**config.mk**
```make
export PLATFORM = sky130hd
export DESIGN_NAME = cond_unit_pipe_flat
export DESIGN_NICKNAME = d
export VERILOG_FILES = /design/src/rtl/cond_unit_pipe_if.sv /design/src/rtl/cond_unit_pipe.sv /design/src/flat_wrapper.sv
export SDC_FILE = /design/constraint.sdc
export NUM_CORES = 1
export LEC_CHECK = 0
export BUFFER_PORTS_ARGS = -buffer_cell sky130_fd_sc_hd__buf_2
export CAP_MARGIN = 10
export CORE_MARGIN = 3
export CORE_UTILIZATION = 25
export DETAILED_ROUTE_END_ITERATION = 12
export PLACE_DENSITY_LB_ADDON = 0.15
export SKIP_LAST_GASP = 1
export SLEW_MARGIN = 20
export SYNTH_ARGS = -nofsm -noshare
export SYNTH_HDL_FRONTEND = slang
export SYNTH_SLANG_ARGS = --single-unit
export TNS_END_PERCENT = 10
```
**constraint.sdc**
```tcl
create_clock -name clk -period 2.7 [get_ports clk]
set_input_delay 0.27 -clock clk [delete_from_list [all_inputs] [get_ports clk]]
set_output_delay 0.27 -clock clk [all_outputs]
set_load 0.01 [all_outputs]
```
**src/rtl/cond_unit_pipe_if.sv**
```systemverilog
// cond_unit_pipe_if: instruction/result handshake bundle for the conditional-execution unit
interface cond_unit_pipe_if;
    logic       in_valid;
    logic       in_ready;
    logic [3:0] Cond;
    logic [1:0] FlagW;
    logic       PCS;
    logic       RegW;
    logic       MemW;
    logic [3:0] ALUFlags;
    logic       ItStart;
    logic [3:0] ItLen;
    logic [3:0] ItCond;
    logic       Flush;
    logic       out_valid;
    logic       out_ready;
    logic       PCSrc;
    logic       RegWrite;
    logic       MemWrite;
    logic       CondEx;
    logic [3:0] Flags;
    logic       ItActive;
    logic [3:0] ItRemain;
    modport master (
        output in_valid, Cond, FlagW, PCS, RegW, MemW, ALUFlags, ItStart, ItLen, ItCond, Flush, out_ready,
        input  in_ready, out_valid, PCSrc, RegWrite, MemWrite, CondEx, Flags, ItActive, ItRemain
    );
    modport slave (
        input  in_valid, Cond, FlagW, PCS, RegW, MemW, ALUFlags, ItStart, ItLen, ItCond, Flush, out_ready,
        output in_ready, out_valid, PCSrc, RegWrite, MemWrite, CondEx, Flags, ItActive, ItRemain
    );
endinterface

```
**src/rtl/cond_unit_pipe.sv**
```systemverilog
// cond_unit_pipe: ARM-style condition check with NZCV register, predication blocks and a registered
// valid/ready result stage; flags update at acceptance so back-to-back instructions see them.
module cond_unit_pipe #(
    parameter int         IT_DEPTH  = 4,
    parameter logic [3:0] FLAG_INIT = 4'b0000
) (
    input logic clk,
    input logic reset,
    cond_unit_pipe_if.slave bus
);
    localparam logic [3:0] DEPTH = 4'(IT_DEPTH);
    logic [3:0] it_cond;
    logic [3:0] eff;
    logic       base;
    logic       pass;
    logic       cond_ex;
    logic       gate;
    logic       acc;
    assign bus.in_ready = ~bus.out_valid | bus.out_ready;
    assign bus.ItActive = bus.ItRemain != 4'd0;
    // Flags = {N, Z, C, V}; cond[3:1] picks the test, cond[0] inverts it (except AL/1111)
    always_comb begin
        eff = (bus.ItActive && !bus.ItStart) ? it_cond : bus.Cond;
        base = 1'b1;
        case (eff[3:1])
            3'd0: base = bus.Flags[2];
            3'd1: base = bus.Flags[1];
            3'd2: base = bus.Flags[3];
            3'd3: base = bus.Flags[0];
            3'd4: base = bus.Flags[1] & ~bus.Flags[2];
            3'd5: base = bus.Flags[3] == bus.Flags[0];
            3'd6: base = ~bus.Flags[2] & (bus.Flags[3] == bus.Flags[0]);
            default: base = 1'b1;
        endcase
        pass = (eff[3:1] == 3'd7) | (base ^ eff[0]);
        cond_ex = bus.ItStart | pass;
        gate = cond_ex & ~bus.ItStart;
        acc = bus.in_valid & bus.in_ready & ~bus.Flush;
    end
    always_ff @(posedge clk) begin
        if (reset) begin
            bus.Flags <= FLAG_INIT;
            bus.ItRemain <= 4'd0;
            it_cond <= 4'd0;
            bus.out_valid <= 1'b0;
            bus.PCSrc <= 1'b0;
            bus.RegWrite <= 1'b0;
            bus.MemWrite <= 1'b0;
            bus.CondEx <= 1'b0;
        end else if (bus.Flush) begin
            bus.out_valid <= 1'b0;
            bus.ItRemain <= 4'd0;
        end else if (acc) begin
            bus.out_valid <= 1'b1;
            bus.CondEx <= cond_ex;
            bus.PCSrc <= bus.PCS & gate;
            bus.RegWrite <= bus.RegW & gate;
            bus.MemWrite <= bus.MemW & gate;
            if (gate & bus.FlagW[1]) bus.Flags[3:2] <= bus.ALUFlags[3:2];
            if (gate & bus.FlagW[0]) bus.Flags[1:0] <= bus.ALUFlags[1:0];
            if (bus.ItStart) begin
                if (bus.ItLen != 4'd0) begin
                    it_cond <= bus.ItCond;
                    bus.ItRemain <= (bus.ItLen > DEPTH) ? DEPTH : bus.ItLen;
                end
            end else if (bus.ItActive) begin
                bus.ItRemain <= bus.ItRemain - 4'd1;
            end
        end else if (bus.out_ready) begin
            bus.out_valid <= 1'b0;
        end
    end
endmodule

```
**src/flat_wrapper.sv**
```systemverilog
// flat-port wrapper written by rule: the top's interface ports become plain ports
module cond_unit_pipe_flat 
#(
    parameter int         IT_DEPTH  = 4,
    parameter logic [3:0] FLAG_INIT = 4'b0000
)
  (clk, reset, bus_in_valid, bus_Cond, bus_FlagW, bus_PCS, bus_RegW, bus_MemW, bus_ALUFlags, bus_ItStart, bus_ItLen, bus_ItCond, bus_Flush, bus_out_ready, bus_in_ready, bus_out_valid, bus_PCSrc, bus_RegWrite, bus_MemWrite, bus_CondEx, bus_Flags, bus_ItActive, bus_ItRemain);
  cond_unit_pipe_if bus_i ();
  input logic clk;
  input logic reset;
  input wire logic [$bits(bus_i.in_valid)-1:0] bus_in_valid;
  input wire logic [$bits(bus_i.Cond)-1:0] bus_Cond;
  input wire logic [$bits(bus_i.FlagW)-1:0] bus_FlagW;
  input wire logic [$bits(bus_i.PCS)-1:0] bus_PCS;
  input wire logic [$bits(bus_i.RegW)-1:0] bus_RegW;
  input wire logic [$bits(bus_i.MemW)-1:0] bus_MemW;
  input wire logic [$bits(bus_i.ALUFlags)-1:0] bus_ALUFlags;
  input wire logic [$bits(bus_i.ItStart)-1:0] bus_ItStart;
  input wire logic [$bits(bus_i.ItLen)-1:0] bus_ItLen;
  input wire logic [$bits(bus_i.ItCond)-1:0] bus_ItCond;
  input wire logic [$bits(bus_i.Flush)-1:0] bus_Flush;
  input wire logic [$bits(bus_i.out_ready)-1:0] bus_out_ready;
  output wire logic [$bits(bus_i.in_ready)-1:0] bus_in_ready;
  output wire logic [$bits(bus_i.out_valid)-1:0] bus_out_valid;
  output wire logic [$bits(bus_i.PCSrc)-1:0] bus_PCSrc;
  output wire logic [$bits(bus_i.RegWrite)-1:0] bus_RegWrite;
  output wire logic [$bits(bus_i.MemWrite)-1:0] bus_MemWrite;
  output wire logic [$bits(bus_i.CondEx)-1:0] bus_CondEx;
  output wire logic [$bits(bus_i.Flags)-1:0] bus_Flags;
  output wire logic [$bits(bus_i.ItActive)-1:0] bus_ItActive;
  output wire logic [$bits(bus_i.ItRemain)-1:0] bus_ItRemain;
  assign bus_i.in_valid = bus_in_valid;
  assign bus_i.Cond = bus_Cond;
  assign bus_i.FlagW = bus_FlagW;
  assign bus_i.PCS = bus_PCS;
  assign bus_i.RegW = bus_RegW;
  assign bus_i.MemW = bus_MemW;
  assign bus_i.ALUFlags = bus_ALUFlags;
  assign bus_i.ItStart = bus_ItStart;
  assign bus_i.ItLen = bus_ItLen;
  assign bus_i.ItCond = bus_ItCond;
  assign bus_i.Flush = bus_Flush;
  assign bus_i.out_ready = bus_out_ready;
  assign bus_in_ready = bus_i.in_ready;
  assign bus_out_valid = bus_i.out_valid;
  assign bus_PCSrc = bus_i.PCSrc;
  assign bus_RegWrite = bus_i.RegWrite;
  assign bus_MemWrite = bus_i.MemWrite;
  assign bus_CondEx = bus_i.CondEx;
  assign bus_Flags = bus_i.Flags;
  assign bus_ItActive = bus_i.ItActive;
  assign bus_ItRemain = bus_i.ItRemain;
  cond_unit_pipe #(.IT_DEPTH(IT_DEPTH), .FLAG_INIT(FLAG_INIT)) u_core (.clk(clk), .reset(reset), .bus(bus_i));
endmodule
```
==> impl_metrics.toml <==
[outcome]
outcome = "finished clean"

[routing]
vias = 1029
wl_per_cell_um = 14.1
via_per_inst = 5.02
drc = 0
firstDrtPassIters = 4
drtIter0Drc = 29
finalWirelength_um = 2890
detail-route-antenna-nets = 0

[worst_hold_path]
holdCritPathClass = "input port to flop"
min_from = "bus_ItCond[2]"

[cts]
insertion_delay_ns = 0.25
cts_buffer_depth = 2
root_buffer = "clkbuf_8"
htreeDepth = 1
cts_tree = "built"
path_clk_slew_ns = 0.07
cts.sinks = 17
cts_buffers = 3
hold_buffers = 0

[yosys]
synth_area_leaders = "dfxtp_1, mux2i_1, nand2b_1"
ys_types = 40
synth-seq-area-share = 0.323
synth_enable_flop_cells = 0
yosys_warnings = 0
synthCells = 113
synth_fp_nets = 141
synth_area_per_cell_um2 = 9.32
ys_ff_latch = 17
dominantRegCellSynth = "dfxtp_1"
async_flop_share = 0
synth_top_area_share = 0.323
syn_area_um2 = 1050
synth_largest_area_cell = "dfxtp_1"

[global_route]
grt_pass1_vias = 1068
grt_pass1_wl_um = 4720
grt_max_degree = 22
antenna_found_initial = 0
grt_usage = 0.115
grt_remaining_overflow = 0

[cells_and_area]
layout-drive-gt1-share = 0.408
final_area_um2 = 1360
fin_nets = 186
synthToLayoutAreaGrowth_pct = 29.1
diodes = 0

[timing]
rsz0062_at_grt = "false"
finalCriticalPeriod_ns = 2.53
setup_viol = 0
fmaxAchievable_mhz = 396
finalHoldViolCount = 0
worstMarginPinSlew_ns = 0.499
setup_tns_ns = 0
fin_skew_ns = 0.00254
slew_violations = 0
final.period_utilization = 0.936
relSlewSlack = 0.667

[setup_path]
path_class = "flop to flop"
crit_path_start_kind = "flop"
crit_family = "simple AND/OR/NAND/NOR gates"
cp_slowest_cell = "dfxtp_1"
path_buf_inv = 1
arrival_ns = 2.70
cp.required_ns = 2.88
cp-end-kind = "flop"
slowest_delay_ns = 0.40
startpoint = "u_core.bus.ItRemain[0]"
path_cells = "inv_1 > ha_2 > nor3b_4 > o211ai_4 > mux2_4 > a311oi_2 > or3_4 > and4_4 > mux2i_1"
cp_max_fo = 6
r2r_start = "u_core.bus.ItRemain[0]"

[die]
row_count = 22
start_util = 0.273
die_w_um = 70.9
dieArea_um2 = 5030
core-area_um2 = 3850
die_h_um = 70.9
io_pins = 42

[power]
intPower_uw = 423
power_uw = 583
pwr-share-seq = 0.454
p_comb_frac = 0.222
peakVddDrop_uv = 218
p_sw_frac = 0.274
leakagePower_uw = 0.000565
p_clk_frac = 0.324
p_per_area_nw_per_um2 = 429
switchingPower_uw = 160

[placed_design]
post-dp-hpwl_um = 2280
placed_cell_area_um2 = 1310
port_buffers = 41
routabilityCongestion = 0.834

[flow_run]
maxCapViolCount = 0
## sequential cells by signal, indices dropped and copies added (netlist names)
register,cells
u_core.bus.ItRemain,4
u_core.bus.MemWrite,1
u_core.bus.out_valid,1
u_core.bus.PCSrc,1
u_core.bus.CondEx,1
u_core.it_cond,4
u_core.bus.RegWrite,1
u_core.bus.Flags,4
## placed cells by master (no fill, tap or decap), types with 2 or more instances in the layout
cell and instances:
nand3_1 2, nor2_1 8, dfxtp_1 17, nor4_1 3, buf_2 41, o21ai_0 2, nand2b_1 9, nor3_1 3
buf_4 2, inv_1 8, and4_4 2, xnor2_1 2, nand4_1 5, a211oi_1 3, a21oi_1 7, clkbuf_8 3
mux2i_1 9, nand2_1 5, nand3b_1 2
## path summary, 6_finish.rpt
check                         to  slack [ns]  cells past startpoint
max          u_core.bus.Flags[1]        0.17                      9
min            u_core.it_cond[2]        0.26                      3
max reg2reg  u_core.bus.Flags[1]        0.17                      9
min reg2reg  u_core.bus.RegWrite        0.46                      2
## power by group through the flow
| stage | Clock, µW | Sequential (µW) | Combinational, µW |
|---|---|---|---|
| floorplan | 0 | 272 | 81.2 |
| global placement | 0 | 270 | 126 |
| detailed placement | 0 | 270 | 129 |
| CTS | 194 | 265 | 130 |
| global route | 207 | 266 | 142 |
| finish | 189 | 265 | 130 |
## tightest hold or removal path, stage by stage
cell and delay, ns:
buf_2 0.07, mux2i_1 0.06, nor2_1 0.07
## what timing repair did
| action | CTS | global route |
|---|---|---|
| setup buffers | 0 | 0 |
| gates resized for setup | 0 | 2 |
| endpoints found under the setup margin | 0 | 3 |
## metrics by stage
step	worst slack, ns	instances	utilization	hold WS (ns)
after floorplan	0.318	113	-	0.343
after global routing	0.00717	205	0.353	0.265
after global placement	0.284	201	0.341	0.444
after detailed placement	0.162	201	0.341	0.441
after CTS	0.128	205	0.352	0.257
final	0.172	205	0.353	0.259
## final cells by class
cell class / instances / area, µm²
inverters: 9 / 33.8
multi-input cells: 84 / 661
clock buffers: 4 / 45.0
well taps: 48 / 60.1
fillers: 415 / 2490
repair buffers: 43 / 220
flip-flops and latches: 17 / 340
## routing by layer
metal | GRT usage | share of wire | up-vias
met5 | 0 | 0 | -
met3 | 0.0256 | 0.049 | 2
li1 | - | - | 509
met2 | 0.191 | 0.49 | 24
met4 | 0.0376 | 0.0055 | 0
met1 | 0.147 | 0.45 | 494
## synthesized netlist by cell type, types with 2 or more instances
library cell and n:
a211oi_1 3, a21oi_1 7, and4_4 2, clkbuf_1 2, dfxtp_1 17, inv_1 8
mux2i_1 9, nand2_1 5, nand2b_1 9, nand3_1 2, nand3b_1 2, nand4_1 5
nor2_1 8, nor3_1 3, nor4_1 3, o21ai_0 3, xnor2_1 2
## kinds of logic after synthesis
| family | synth area share |
|---|---|
| and+or+nand+nor | 0.292 |
| AOI/OAI and AO/OA | 0.194 |
| DFF | 0.323 |
| buffers and inverters | 0.0523 |
| muxes | 0.110 |
| xor gates and xnor gates | 0.0166 |
| adders and majority gates | 0.0119 |
(Power assumes the default switching activity.)
